File: config.mk
export PLATFORM = sky130hd
export DESIGN_NAME = delay_line_prog
export DESIGN_NICKNAME = d
export VERILOG_FILES = /design/src/rtl/delay_line_prog.sv
export SDC_FILE = /design/constraint.sdc
export NUM_CORES = 1
export LEC_CHECK = 0
export CORE_MARGIN = 4
export CORE_UTILIZATION = 32
export CTS_CLUSTER_SIZE = 24
export DETAILED_ROUTE_END_ITERATION = 10
export GPL_TIMING_DRIVEN = 0
export SYNTH_ARGS = -nofsm -noshare
export SYNTH_HDL_FRONTEND = slang
export SYNTH_SLANG_ARGS = --single-unit
File: constraint.sdc
create_clock -name CLK -period 10.8 [get_ports CLK]
set_clock_uncertainty 0.1 [all_clocks]
set_input_delay 2.16 -clock CLK [delete_from_list [all_inputs] [get_ports CLK]]
set_output_delay 2.16 -clock CLK [all_outputs]
set_load 0.1 [all_outputs]
File: src/rtl/delay_line_prog.sv
// -----------------------------------------------------------------------------
// delay_line_prog
//
// Programmable sample delay line. Each accepted sample (EN=1) is written into a
// circular buffer. The sample accepted D strobes earlier is presented on
// Xin_DELAY one clock later, where D is the active delay. Time is counted in
// accepted samples, not in clock cycles, so idle cycles (EN=0) do not advance
// the line.
//
// After reset or LOAD, the line must be refilled ("primed") before its output
// is trusted. The fill counter counts accepted samples since that event. While
// fill < active_delay, samples are written but no output is produced. This
// keeps stale buffer contents away from Xin_DELAY.
//
// A delay of zero bypasses the buffer, so Xin is registered straight through.
// A delay of MAX_DEPTH reads the word that is being overwritten in the same
// cycle; the buffer read sees the old word.
//
// Parameters
//   DATA_W      sample width in bits
//   MAX_DEPTH   largest supported delay in samples (power of two, >= 2)
//   LEN_W       width of DELAY_LEN; must be able to hold MAX_DEPTH
//   DELAY_INIT  active delay after reset (clamped to MAX_DEPTH)
//
// Ports
//   CLK         clock; every state update happens on its rising edge
//   RST_N       synchronous active-low reset
//   EN          sample strobe; Xin is accepted in a cycle where EN=1
//   Xin         input sample
//   DELAY_LEN   requested delay; sampled only when LOAD=1
//   LOAD        single-cycle request to adopt DELAY_LEN and restart priming
//   Xin_DELAY   registered delayed sample; holds between valid pulses
//   DOUT_VALID  single-cycle pulse marking a fresh value on Xin_DELAY
//   BUSY        registered "fill < active_delay": high while priming
// -----------------------------------------------------------------------------
module delay_line_prog #(
    parameter int DATA_W     = 16,
    parameter int MAX_DEPTH  = 64,
    parameter int LEN_W      = 7,
    parameter int DELAY_INIT = 1
) (
    input  logic              CLK,
    input  logic              RST_N,
    input  logic              EN,
    input  logic [DATA_W-1:0] Xin,
    input  logic [LEN_W-1:0]  DELAY_LEN,
    input  logic              LOAD,
    output logic [DATA_W-1:0] Xin_DELAY,
    output logic              DOUT_VALID,
    output logic              BUSY
);

    // -------------------------------------------------------------------------
    // Derived constants
    // -------------------------------------------------------------------------
    localparam int AW = $clog2(MAX_DEPTH);

    // MAX_DEPTH and the reset delay, expressed at the width of the delay and
    // fill registers. DELAY_INIT is clamped here in the same way as a
    // DELAY_LEN that is too large.
    localparam logic [LEN_W-1:0] DEPTH_L = LEN_W'(MAX_DEPTH);
    localparam logic [LEN_W-1:0] INIT_L  =
        (DELAY_INIT > MAX_DEPTH) ? DEPTH_L : LEN_W'(DELAY_INIT);

    // -------------------------------------------------------------------------
    // State
    // -------------------------------------------------------------------------
    logic [DATA_W-1:0] mem [MAX_DEPTH];
    logic [AW-1:0]     wr_ptr;
    logic [LEN_W-1:0]  fill;          // accepted samples since reset/LOAD, saturating
    logic [LEN_W-1:0]  active_delay;

    // -------------------------------------------------------------------------
    // Next-state helpers
    // -------------------------------------------------------------------------
    logic [LEN_W-1:0]  len_clamped;   // DELAY_LEN limited to MAX_DEPTH
    logic [LEN_W-1:0]  delay_eff;     // delay that governs this cycle
    logic [LEN_W-1:0]  fill_eff;      // fill count before this cycle's write
    logic [LEN_W-1:0]  fill_next;
    logic [AW-1:0]     rd_addr;
    logic              pass_thru;
    logic              primed;
    logic [DATA_W-1:0] rd_data;

    // LOAD takes effect before a sample accepted in the same cycle. The
    // "effective" delay and fill values therefore already reflect the new
    // request when the priming decision for that sample is made.
    always_comb begin
        // NOTE: every signal is assigned before any condition, so no path
        // leaves a value undriven and no latch can be inferred.
        len_clamped = DELAY_LEN;
        delay_eff   = active_delay;
        fill_eff    = fill;
        fill_next   = fill;

        if (DELAY_LEN > DEPTH_L) begin
            len_clamped = DEPTH_L;
        end

        if (LOAD) begin
            delay_eff = len_clamped;
            fill_eff  = '0;
        end

        // The fill count saturates at MAX_DEPTH. A longer history is never
        // needed, because the largest possible delay is MAX_DEPTH.
        fill_next = fill_eff;
        if (EN && (fill_eff != DEPTH_L)) begin
            fill_next = fill_eff + LEN_W'(1);
        end

        pass_thru = (delay_eff == '0);
        primed    = (fill_eff >= delay_eff);

        // Modulo-MAX_DEPTH subtraction falls out of the natural wrap of the
        // AW-bit pointer. For delay == MAX_DEPTH, the low bits are zero, so
        // rd_addr == wr_ptr. That location holds the oldest sample, which is
        // about to be overwritten in this cycle.
        rd_addr = wr_ptr - delay_eff[AW-1:0];

        // With a delay of zero, rd_addr equals wr_ptr and would return the old
        // word. The zero-delay case therefore takes Xin directly.
        rd_data = pass_thru ? Xin : mem[rd_addr];
    end

    // -------------------------------------------------------------------------
    // Sample buffer
    // -------------------------------------------------------------------------
    // NOTE: the storage array has no reset. Clearing it would require a
    // separate write port or a multi-cycle sweep. The priming gate already
    // guarantees that a word is read only after it has been written since the
    // last reset or LOAD. Writes are suppressed during reset so that a sample
    // offered in that cycle is discarded.
    always_ff @(posedge CLK) begin
        if (RST_N && EN) begin
            mem[wr_ptr] <= Xin;
        end
    end

    // -------------------------------------------------------------------------
    // Control and output registers
    // -------------------------------------------------------------------------
    // NOTE: all sequential state uses non-blocking assignments. Every register
    // then samples the pre-edge values, which makes the read of mem above see
    // the old word at wr_ptr even while the same word is being written.
    always_ff @(posedge CLK) begin
        if (!RST_N) begin
            wr_ptr       <= '0;
            fill         <= '0;
            active_delay <= INIT_L;
            Xin_DELAY    <= '0;
            DOUT_VALID   <= 1'b0;
            BUSY         <= (INIT_L != '0);
        end else begin
            active_delay <= delay_eff;
            fill         <= fill_next;
            BUSY         <= (fill_next < delay_eff);
            DOUT_VALID   <= 1'b0;

            if (EN) begin
                wr_ptr <= wr_ptr + AW'(1);

                // A delay of zero counts as primed immediately, because any
                // fill count is >= 0. Xin_DELAY keeps its previous value
                // whenever no valid sample is produced.
                if (primed) begin
                    Xin_DELAY  <= rd_data;
                    DOUT_VALID <= 1'b1;
                end
            end
        end
    end

endmodule
==> results of run 1 <==
## sequential cells by signal (all words and copies together), names as in the netlist
register      cells
mem            1024
Xin_DELAY        16
active_delay      7
fill              7
wr_ptr            6
BUSY              1
DOUT_VALID        1
## logic make-up (layout without fill, tap and decap cells)
logic type | after synthesis | count (layout) | share of synthesized area, %
AO/OA/AOI/OAI | 153 | 153 | 2.77
XOR/XNOR | 12 | 12 | 0.250
adder cells (fa/ha/maj) | 20 | 20 | 0.612
buffers and inverters | 132 | 441 | 1.54
flip-flops | 1062 | 1062 | 74.8
multiplexers | 399 | 399 | 17.2
other | 0 | 4 | 0
AND/OR/NAND/NOR | 230 | 230 | 2.74
## power breakdown
group | internal (mW) | switching [mW]
logic | 0.573 | 0.874
registers | 4.53 | 0.0113
clock network | 2.01 | 1.55
total | 7.11 | 2.43
## through the flow
step | cell area (um2) | total power, mW | util, % | instances | hold WS [ns]
floorplan | 42100 | 5.51 | - | 2008 | 0.380
global placement | 44700 | 6.05 | 34.4 | 3793 | 0.426
detailed placement | 46000 | 6.07 | 35.4 | 3863 | 0.426
CTS | 49400 | 9.62 | 37.9 | 4059 | 0.444
global route | 49400 | 9.87 | 37.9 | 4059 | 0.488
finish | 49400 | 9.55 | 38.0 | 4063 | 0.442
## synth_stat cells (16+ instances only)
cell | number | share of area (%)
sky130_fd_sc_hd__o21ai_0 | 22 | 0.26
sky130_fd_sc_hd__dfxtp_1 | 38 | 1.8
sky130_fd_sc_hd__and3_1 | 36 | 0.53
sky130_fd_sc_hd__nand2_1 | 47 | 0.42
sky130_fd_sc_hd__clkbuf_1 | 58 | 0.52
sky130_fd_sc_hd__ha_1 | 19 | 0.56
sky130_fd_sc_hd__edfxtp_1 | 1024 | 73
sky130_fd_sc_hd__mux2i_1 | 100 | 2.4
sky130_fd_sc_hd__nor2b_1 | 23 | 0.34
sky130_fd_sc_hd__nor2_1 | 74 | 0.66
sky130_fd_sc_hd__mux2_2 | 42 | 1.1
sky130_fd_sc_hd__mux4_2 | 256 | 14
sky130_fd_sc_hd__o211ai_1 | 16 | 0.29
sky130_fd_sc_hd__a2111oi_0 | 22 | 0.46
sky130_fd_sc_hd__buf_2 | 40 | 0.48
## path summary, 6_finish.rpt
kind,to,cells after the start
setup / recovery,Xin_DELAY[3],14
hold / removal,active_delay[0],2
setup reg to reg,Xin_DELAY[3],11
hold reg to reg,active_delay[0],2
## worst min-delay path, cell delays in order (launching register included)
cell and delay (ns):
sky130_fd_sc_hd__dfxtp_1 0.30, sky130_fd_sc_hd__mux2i_1 0.12, sky130_fd_sc_hd__nand2_1 0.09
## layer usage
| metal | vias to the layer above | part of all wire [%] | global-route usage [%] |
|---|---|---|---|
| li1 | 8865 | - | - |
| met1 | 11100 | 42 | 21.3 |
| met2 | 772 | 47 | 24.5 |
| met3 | 165 | 8.4 | 3.73 |
| met4 | 4 | 2.6 | 4.10 |
| met5 | - | 0.025 | 0 |
## cell type report
cell class / instances / share of cell area, %
well taps: 1742 / 4.41
diodes: 4 / 0.0203
flip-flops and latches: 1062 / 63.8
multi-input cells: 814 / 20.5
plain buffers: 118 / 1.20
clock inverters: 70 / 1.22
inverters: 14 / 0.106
repair buffers: 113 / 3.22
clock buffers: 126 / 5.56
==> tab_implementation.tex, run 1 <==
\begin{tabular}{lr}
\hline
Metric & Value \\
\hline
\multicolumn{2}{l}{\textbf{Critical path}} \\
\quad Startpoint of the lowest-slack register-to-register path & active\_delay[1] \\
\quad Sort of element at the end of the critical path & register \\
\quad Cell family contributing the most delay on the critical path & buffers and inverters \\
\quad R2r setup slk & 5.44 ns \\
\quad Slowest cell on the critical path & sky130\_fd\_sc\_hd\_\_clkbuf\_1 \\
\quad Crit-path max cell delay & 0.77 ns \\
\quad Cell Chain, Critical Path & clkdlybuf4s50\_1, buf\_6, buf\_2, mux2i\_1, inv\_1, fa\_1, buf\_2, clkbuf\_1, clkbuf\_1, mux4\_2, mux2i\_1, mux2\_2, o211ai\_1, a32o\_1 \\
\quad Type of origin of the critical path & input pin \\
\quad Start point of the critical path & LOAD \\
\quad Type of the worst setup path & in2reg \\
\quad Max Fanout on Critical Path & 10 \\
\quad Worst path buffer plus inverter count & 7 \\
\quad Critical path data required time & 11.26 ns \\
\quad Arrival time at the worst endpoint & 8.10 ns \\
\multicolumn{2}{l}{\textbf{Drt}} \\
\quad Routed Antenna Nets & 0 \\
\quad Detailed Routing Iterations Pass 1 & 5 \\
\quad DRT Wirelength & 106 mm \\
\quad DRC violation count after routing & 0 \\
\quad Initial DRC Count & 2099 \\
\quad Drt wl/cell & 26.1 um \\
\quad Total via count after detailed routing & 20.9k \\
\quad Detailed-route vias per instance & 5.15 \\
\multicolumn{2}{l}{\textbf{Floorplanning}} \\
\quad Total core area & 130000 um2 \\
\quad Die width & 371 um \\
\quad Starting density of the core & 32.3\% \\
\quad Site row count & 132 \\
\quad Boundary Pins & 45 \\
\quad Area enclosed by the die boundary & 137000 um2 \\
\quad Die span in y & 371 um \\
\multicolumn{2}{l}{\textbf{Clock tree}} \\
\quad Clock slew seen by the registers of the worst setup and hold paths & 0.06 ns \\
\quad CTS tree & built \\
\quad Post-cts gate resize count & 0 \\
\quad Cell at the root of the clock tree & sky130\_fd\_sc\_hd\_\_clkbuf\_16 \\
\quad Maximum buffer depth of the clock tree & 3 \\
\quad Number of buffers inserted by post-CTS setup repair & 0 \\
\quad Total clock buffers created by CTS & 107 \\
\quad H-tree depth reported by CTS & 3 \\
\quad Number of clock sinks & 1062 \\
\quad CTS Hold Bufs & 0 \\
\quad Source-to-sink clock delay at the later pin of the worst-skew pair & 0.69 ns \\
\multicolumn{2}{l}{\textbf{Timing}} \\
\quad RSZ-0062 raised after global routing & false \\
\quad Endpoints failing hold & 0 \\
\quad Setup\_tns & 0 ns \\
\quad Count of endpoints failing setup in the final report & 0 \\
\quad Final worst path period share & 70.7\% \\
\quad Post-layout worst setup margin & 3.17 ns \\
\quad Highest clock frequency the design can meet & 131 MHz \\
\quad Relative slew margins & 23.1\% \\
\quad Number of slew-limit violations in the final report & 0 \\
\quad Clock period minus worst slack & 7.63 ns \\
\quad Slew at the pin closest to its max-slew limit & 1.15 ns \\
\multicolumn{2}{l}{\textbf{Finish}} \\
\quad Leading cell types in the layout, fill and taps excluded & sky130\_fd\_sc\_hd\_\_edfxtp\_1 (1024), sky130\_fd\_sc\_hd\_\_mux4\_2 (256), sky130\_fd\_sc\_hd\_\_clkbuf\_16 (107) \\
\quad Area Growth Syn to Fin & 17.3\% \\
\quad Final Net Count & 2277 \\
\quad Register area & 31500 um2 \\
\quad Combined area of the multi-input logic cells & 10100 um2 \\
\quad Share of cells above drive strength 1 & 28.7\% \\
\quad \# fillers & 11.8k \\
\quad Most frequent standard cell in the layout excluding fill and tap cells & sky130\_fd\_sc\_hd\_\_edfxtp\_1 \\
\multicolumn{2}{l}{\textbf{Pwr}} \\
\quad Pwr Density & 193 nW/um2 \\
\quad Peak VDD IR & 131 uV \\
\quad Leakage power & 15.6 nW \\
\multicolumn{2}{l}{\textbf{Global route}} \\
\quad Global-route wire length before repair & 154 mm \\
\quad Number of antenna violations at the first check in global routing & 10 \\
\quad Via count of the first global-routing pass & 21.5k \\
\quad Total gr overflow & 0 \\
\quad Tot GR Track Use & 15.4\% \\
\quad Largest net degree at the start of global routing & 66 \\
\multicolumn{2}{l}{\textbf{Synth}} \\
\quad Async set-reset flop share out of synthesis & 0\% \\
\quad Post-Synthesis Net Count & 2055 \\
\quad Synthesized instance count & 2008 \\
\quad Sequential cell area fraction in the yosys report & 74.8\% \\
\quad Total number of yosys warnings & 0 \\
\quad Yosys cell types & 54 \\
\quad Mean Syn Cell Area & 21.0 um2 \\
\quad Synthesized area & 42100 um2 \\
\quad FF+latch count, synth & 1062 \\
\quad Count of flip-flops with a built-in enable after synthesis & 1024 \\
\quad Commonest register cell after synthesis & sky130\_fd\_sc\_hd\_\_edfxtp\_1 \\
\multicolumn{2}{l}{\textbf{Status}} \\
\quad Outcome & complete, no violations \\
\multicolumn{2}{l}{\textbf{Worst hold path}} \\
\quad Worst hold start & active\_delay[0] \\
\quad Type of the tightest min-delay check & reg2reg \\
\multicolumn{2}{l}{\textbf{Run}} \\
\quad Count of max-cap constraint violations & 0 \\
\multicolumn{2}{l}{\textbf{Placed design}} \\
\quad Post-DP HPWL & 71.3 mm \\
\quad Number of buffers inserted by port buffering & 43 \\
\quad Pre-CTS worst setup slack & 2.65 ns \\
\quad Routability Congestion & 0.965 \\
\hline
\end{tabular}
Note: power is estimated with default switching activity, not from simulation.
==> run 2: changes to the inputs <==
==> constraint.sdc (replaced) <==
create_clock -name CLK -period 7.5 [get_ports CLK]
set_clock_uncertainty 0.1 [all_clocks]
set_input_delay 1.5 -clock CLK [delete_from_list [all_inputs] [get_ports CLK]]
set_output_delay 1.5 -clock CLK [all_outputs]
set_load 0.1 [all_outputs]
==> results of run 2 <==
The final DEF is identical to that of run 1. Status: complete, no violations.
Among the figures that moved: setup slack after placement 2.65 ns -> 0.0142 ns; setup slack after layout 3.17 ns -> 0.527 ns; register-to-register setup slack 5.44 ns -> 2.14 ns; total power 9.55 mW -> 13.7 mW; worst IR drop on VDD 131 uV -> 188 uV
==> run 3: changes to the inputs <==
--- a/config.mk
+++ b/config.mk
@@ -6,7 +6,7 @@
 export NUM_CORES = 1
 export LEC_CHECK = 0
 export CORE_MARGIN = 4
-export CORE_UTILIZATION = 32
+export CORE_UTILIZATION = 45
 export CTS_CLUSTER_SIZE = 24
 export DETAILED_ROUTE_END_ITERATION = 10
 export GPL_TIMING_DRIVEN = 0
==> tab_implementation.tex, run 3 (synthesis gave the netlist of run 1 again) <==
\begin{tabular}{lr}
\hline
Metric & Value \\
\hline
\multicolumn{2}{l}{\textbf{Pwr}} \\
\quad Pwr Density & 281 nW/um2 \\
\quad Peak VDD IR & 194 uV \\
\quad Leakage power & 15.6 nW (about the same) \\
\quad Total chip power & 13.7 mW \\
\multicolumn{2}{l}{\textbf{Drt}} \\
\quad Initial DRC Count & 2308 (+10\%) \\
\quad Drt wl/cell & 29.2 um (+12\%) \\
\quad Detailed-route vias per instance & 5.90 (+14\%) \\
\quad DRT Wirelength & 104 mm (-1.8\%) \\
\quad DRC violation count after routing & 0 (unchanged) \\
\quad Routed Antenna Nets & 0 (unchanged) \\
\quad Detailed Routing Iterations Pass 1 & 7 (+2) \\
\quad Total via count after detailed routing & 21.0k (+0.42\%) \\
\multicolumn{2}{l}{\textbf{Critical path}} \\
\quad Startpoint of the lowest-slack register-to-register path & active\_delay[0] \\
\quad Type of origin of the critical path & input pin \\
\quad Arrival time at the worst endpoint & 7.39 ns \\
\quad Length in cells of the worst reg-to-reg path & 13 (+2) \\
\quad Capturing point of the worst reg2reg path & Xin\_DELAY[0] \\
\quad R2r setup slk & 2.14 ns \\
\quad Critical path data required time & 7.93 ns \\
\quad Cell Chain, Critical Path & clkdlybuf4s50\_1, buf\_6, buf\_2, mux2i\_1, inv\_1, ha\_1, fa\_1, buf\_2, clkbuf\_1, buf\_2, buf\_1, mux4\_2, mux2i\_1, a21oi\_1, mux2i\_1, o221ai\_1 \\
\quad Crit-path max cell delay & 0.77 ns (about the same) \\
\quad Type of the worst setup path & in2reg \\
\quad Slowest cell on the critical path & sky130\_fd\_sc\_hd\_\_clkbuf\_1 \\
\quad Max Fanout on Critical Path & 10 (unchanged) \\
\quad Crit path to & Xin\_DELAY[0] \\
\quad Start point of the critical path & LOAD \\
\quad Sort of element at the end of the critical path & register \\
\multicolumn{2}{l}{\textbf{Worst hold path}} \\
\quad Type of the tightest min-delay check & reg2reg \\
\multicolumn{2}{l}{\textbf{Floorplanning}} \\
\quad Die width & 314 um (-15\%) \\
\quad Site row count & 111 (-16\%) \\
\quad Die span in y & 314 um (-15\%) \\
\quad Area enclosed by the die boundary & 98500 um2 (-28\%) \\
\quad Total core area & 92200 um2 (-29\%) \\
\quad Starting density of the core & 45.7\% (+13 points) \\
\quad Boundary Pins & 45 (unchanged) \\
\multicolumn{2}{l}{\textbf{Status}} \\
\quad Outcome & complete, no violations \\
\multicolumn{2}{l}{\textbf{Timing}} \\
\quad RSZ-0062 raised after global routing & false \\
\quad Setup\_tns & 0 ns (unchanged) \\
\quad Count of endpoints failing setup in the final report & 0 (unchanged) \\
\quad Final worst path period share & 92.7\% \\
\quad Endpoints failing hold & 0 (unchanged) \\
\quad Slew at the pin closest to its max-slew limit & 1.13 ns (-0.0260 ns) \\
\quad Relative slew margins & 24.9\% (+1.7 points) \\
\quad Highest clock frequency the design can meet & 144 MHz \\
\quad Number of slew-limit violations in the final report & 0 (unchanged) \\
\quad Clock period minus worst slack & 6.95 ns \\
\multicolumn{2}{l}{\textbf{Run}} \\
\quad Count of max-cap constraint violations & 0 (unchanged) \\
\multicolumn{2}{l}{\textbf{Global route}} \\
\quad Total gr overflow & 0 (unchanged) \\
\quad Tot GR Track Use & 21.3\% (+5.9 points) \\
\quad Largest net degree at the start of global routing & 66 (unchanged) \\
\quad Number of antenna violations at the first check in global routing & 1 (-9) \\
\quad Global-route wire length before repair & 152 mm (-1.7\%) \\
\quad Via count of the first global-routing pass & 21.5k (+0.032\%) \\
\multicolumn{2}{l}{\textbf{Finish}} \\
\quad Leading cell types in the layout, fill and taps excluded & sky130\_fd\_sc\_hd\_\_edfxtp\_1 (1024), sky130\_fd\_sc\_hd\_\_mux4\_2 (256), sky130\_fd\_sc\_hd\_\_clkbuf\_16 (109) \\
\quad Combined area of the multi-input logic cells & 10100 um2 (unchanged) \\
\quad Register area & 31500 um2 (unchanged) \\
\quad Largest reg by FF count & mem \\
\quad Area Growth Syn to Fin & 15.8\% \\
\quad \# fillers & 7206 (-39\%) \\
\quad Share of cells above drive strength 1 & 28.9\% (+0.20 points) \\
\quad Final Net Count & 2278 (+0.044\%) \\
\quad Max FFs per register & 1024 (unchanged) \\
\quad Top flop regs & mem: 1024 flops, Xin\_DELAY: 16 flops \\
\quad Most frequent standard cell in the layout excluding fill and tap cells & sky130\_fd\_sc\_hd\_\_edfxtp\_1 \\
\quad Post-route cell area & 48800 um2 (-1.3\%) \\
\multicolumn{2}{l}{\textbf{Clock tree}} \\
\quad Total clock buffers created by CTS & 108 (+0.93\%) \\
\quad Maximum buffer depth of the clock tree & 3 (unchanged) \\
\quad CTS Hold Bufs & 0 (unchanged) \\
\quad Source-to-sink clock delay at the later pin of the worst-skew pair & 0.68 ns (about the same) \\
\quad Clock slew seen by the registers of the worst setup and hold paths & 0.06 ns (about the same) \\
\quad CTS tree & built \\
\quad Cell at the root of the clock tree & sky130\_fd\_sc\_hd\_\_clkbuf\_16 \\
\quad Number of buffers inserted by post-CTS setup repair & 0 (unchanged) \\
\quad Number of clock sinks & 1062 (unchanged) \\
\quad Post-cts gate resize count & 0 (unchanged) \\
\quad H-tree depth reported by CTS & 3 (unchanged) \\
\multicolumn{2}{l}{\textbf{Placed design}} \\
\quad Number of buffers inserted by port buffering & 43 (unchanged) \\
\quad Area of placed instances & 45400 um2 (-1.3\%) \\
\quad Routability Congestion & 0.927 (-3.9\%) \\
\quad Post-DP HPWL & 69.0 mm (-3.2\%) \\
\hline
\end{tabular}
-- run 3: routing by layer --
layer / global-route usage (%) / vias up / share of wire [%]
met1: 30.1 / 11200 / 42
li1: - / 8875 / -
met4: 5.97 / 2 / 2.7
met3: 5.00 / 164 / 7.6
met2: 33.6 / 748 / 47
met5: 0 / - / 0.012
-- run 3: critical path, delay by kind of cell --
family | cells | cell delay (ns)
buffers and inverters | 8 | 3.37
AOI/OAI and AO/OA | 2 | 0.26
adders and majority gates | 2 | 0.79
muxes | 4 | 1.43
-- run 3: worst min path at each step --
stage,endpoint,from,slack [ns],depth (start not counted)
detailed placement,active_delay[0],active_delay[0],0.48,2
CTS,active_delay[0],active_delay[0],0.49,2
finish,active_delay[0],active_delay[0],0.50,2
global route,active_delay[5],active_delay[5],0.53,2
floorplan,active_delay[0],active_delay[0],0.38,2
global placement,active_delay[0],active_delay[0],0.47,2
-- run 3: area by class of cell --
| type | count | share of cell area [%] |
|---|---|---|
| sequential | 1062 | 64.6 |
| multi-input combinational | 814 | 20.7 |
| clock buffer | 131 | 5.76 |
| timing repair buffer | 113 | 3.27 |
| tap | 1243 | 3.19 |
| buffer | 118 | 1.22 |
| clock inverter | 70 | 1.11 |
| inverter | 14 | 0.108 |
| antenna | 1 | 0.00513 |
-- run 3: report_power, final --
group	switching, mW	leakage (nW)	internal (mW)	total [mW]
sequential	0.0146	9.51	6.52	6.53
combinational	1.25	4.42	0.825	2.07
clock	2.25	1.64	2.85	5.10
total	3.51	15.6	10.2	13.7
-- run 3: per-stage QoR --
step                      std cells  setup WS, ns  utilization (%)  hold WS (ns)
after floorplan                2008          2.39                -         0.380
after global placement         3294       -0.0503             47.8         0.474
after global routing           3565         0.328             52.9         0.534
after detailed placement       3364        -0.120             49.2         0.476
final                          3566         0.545             52.9         0.504
after CTS                      3565         0.589             52.9         0.490
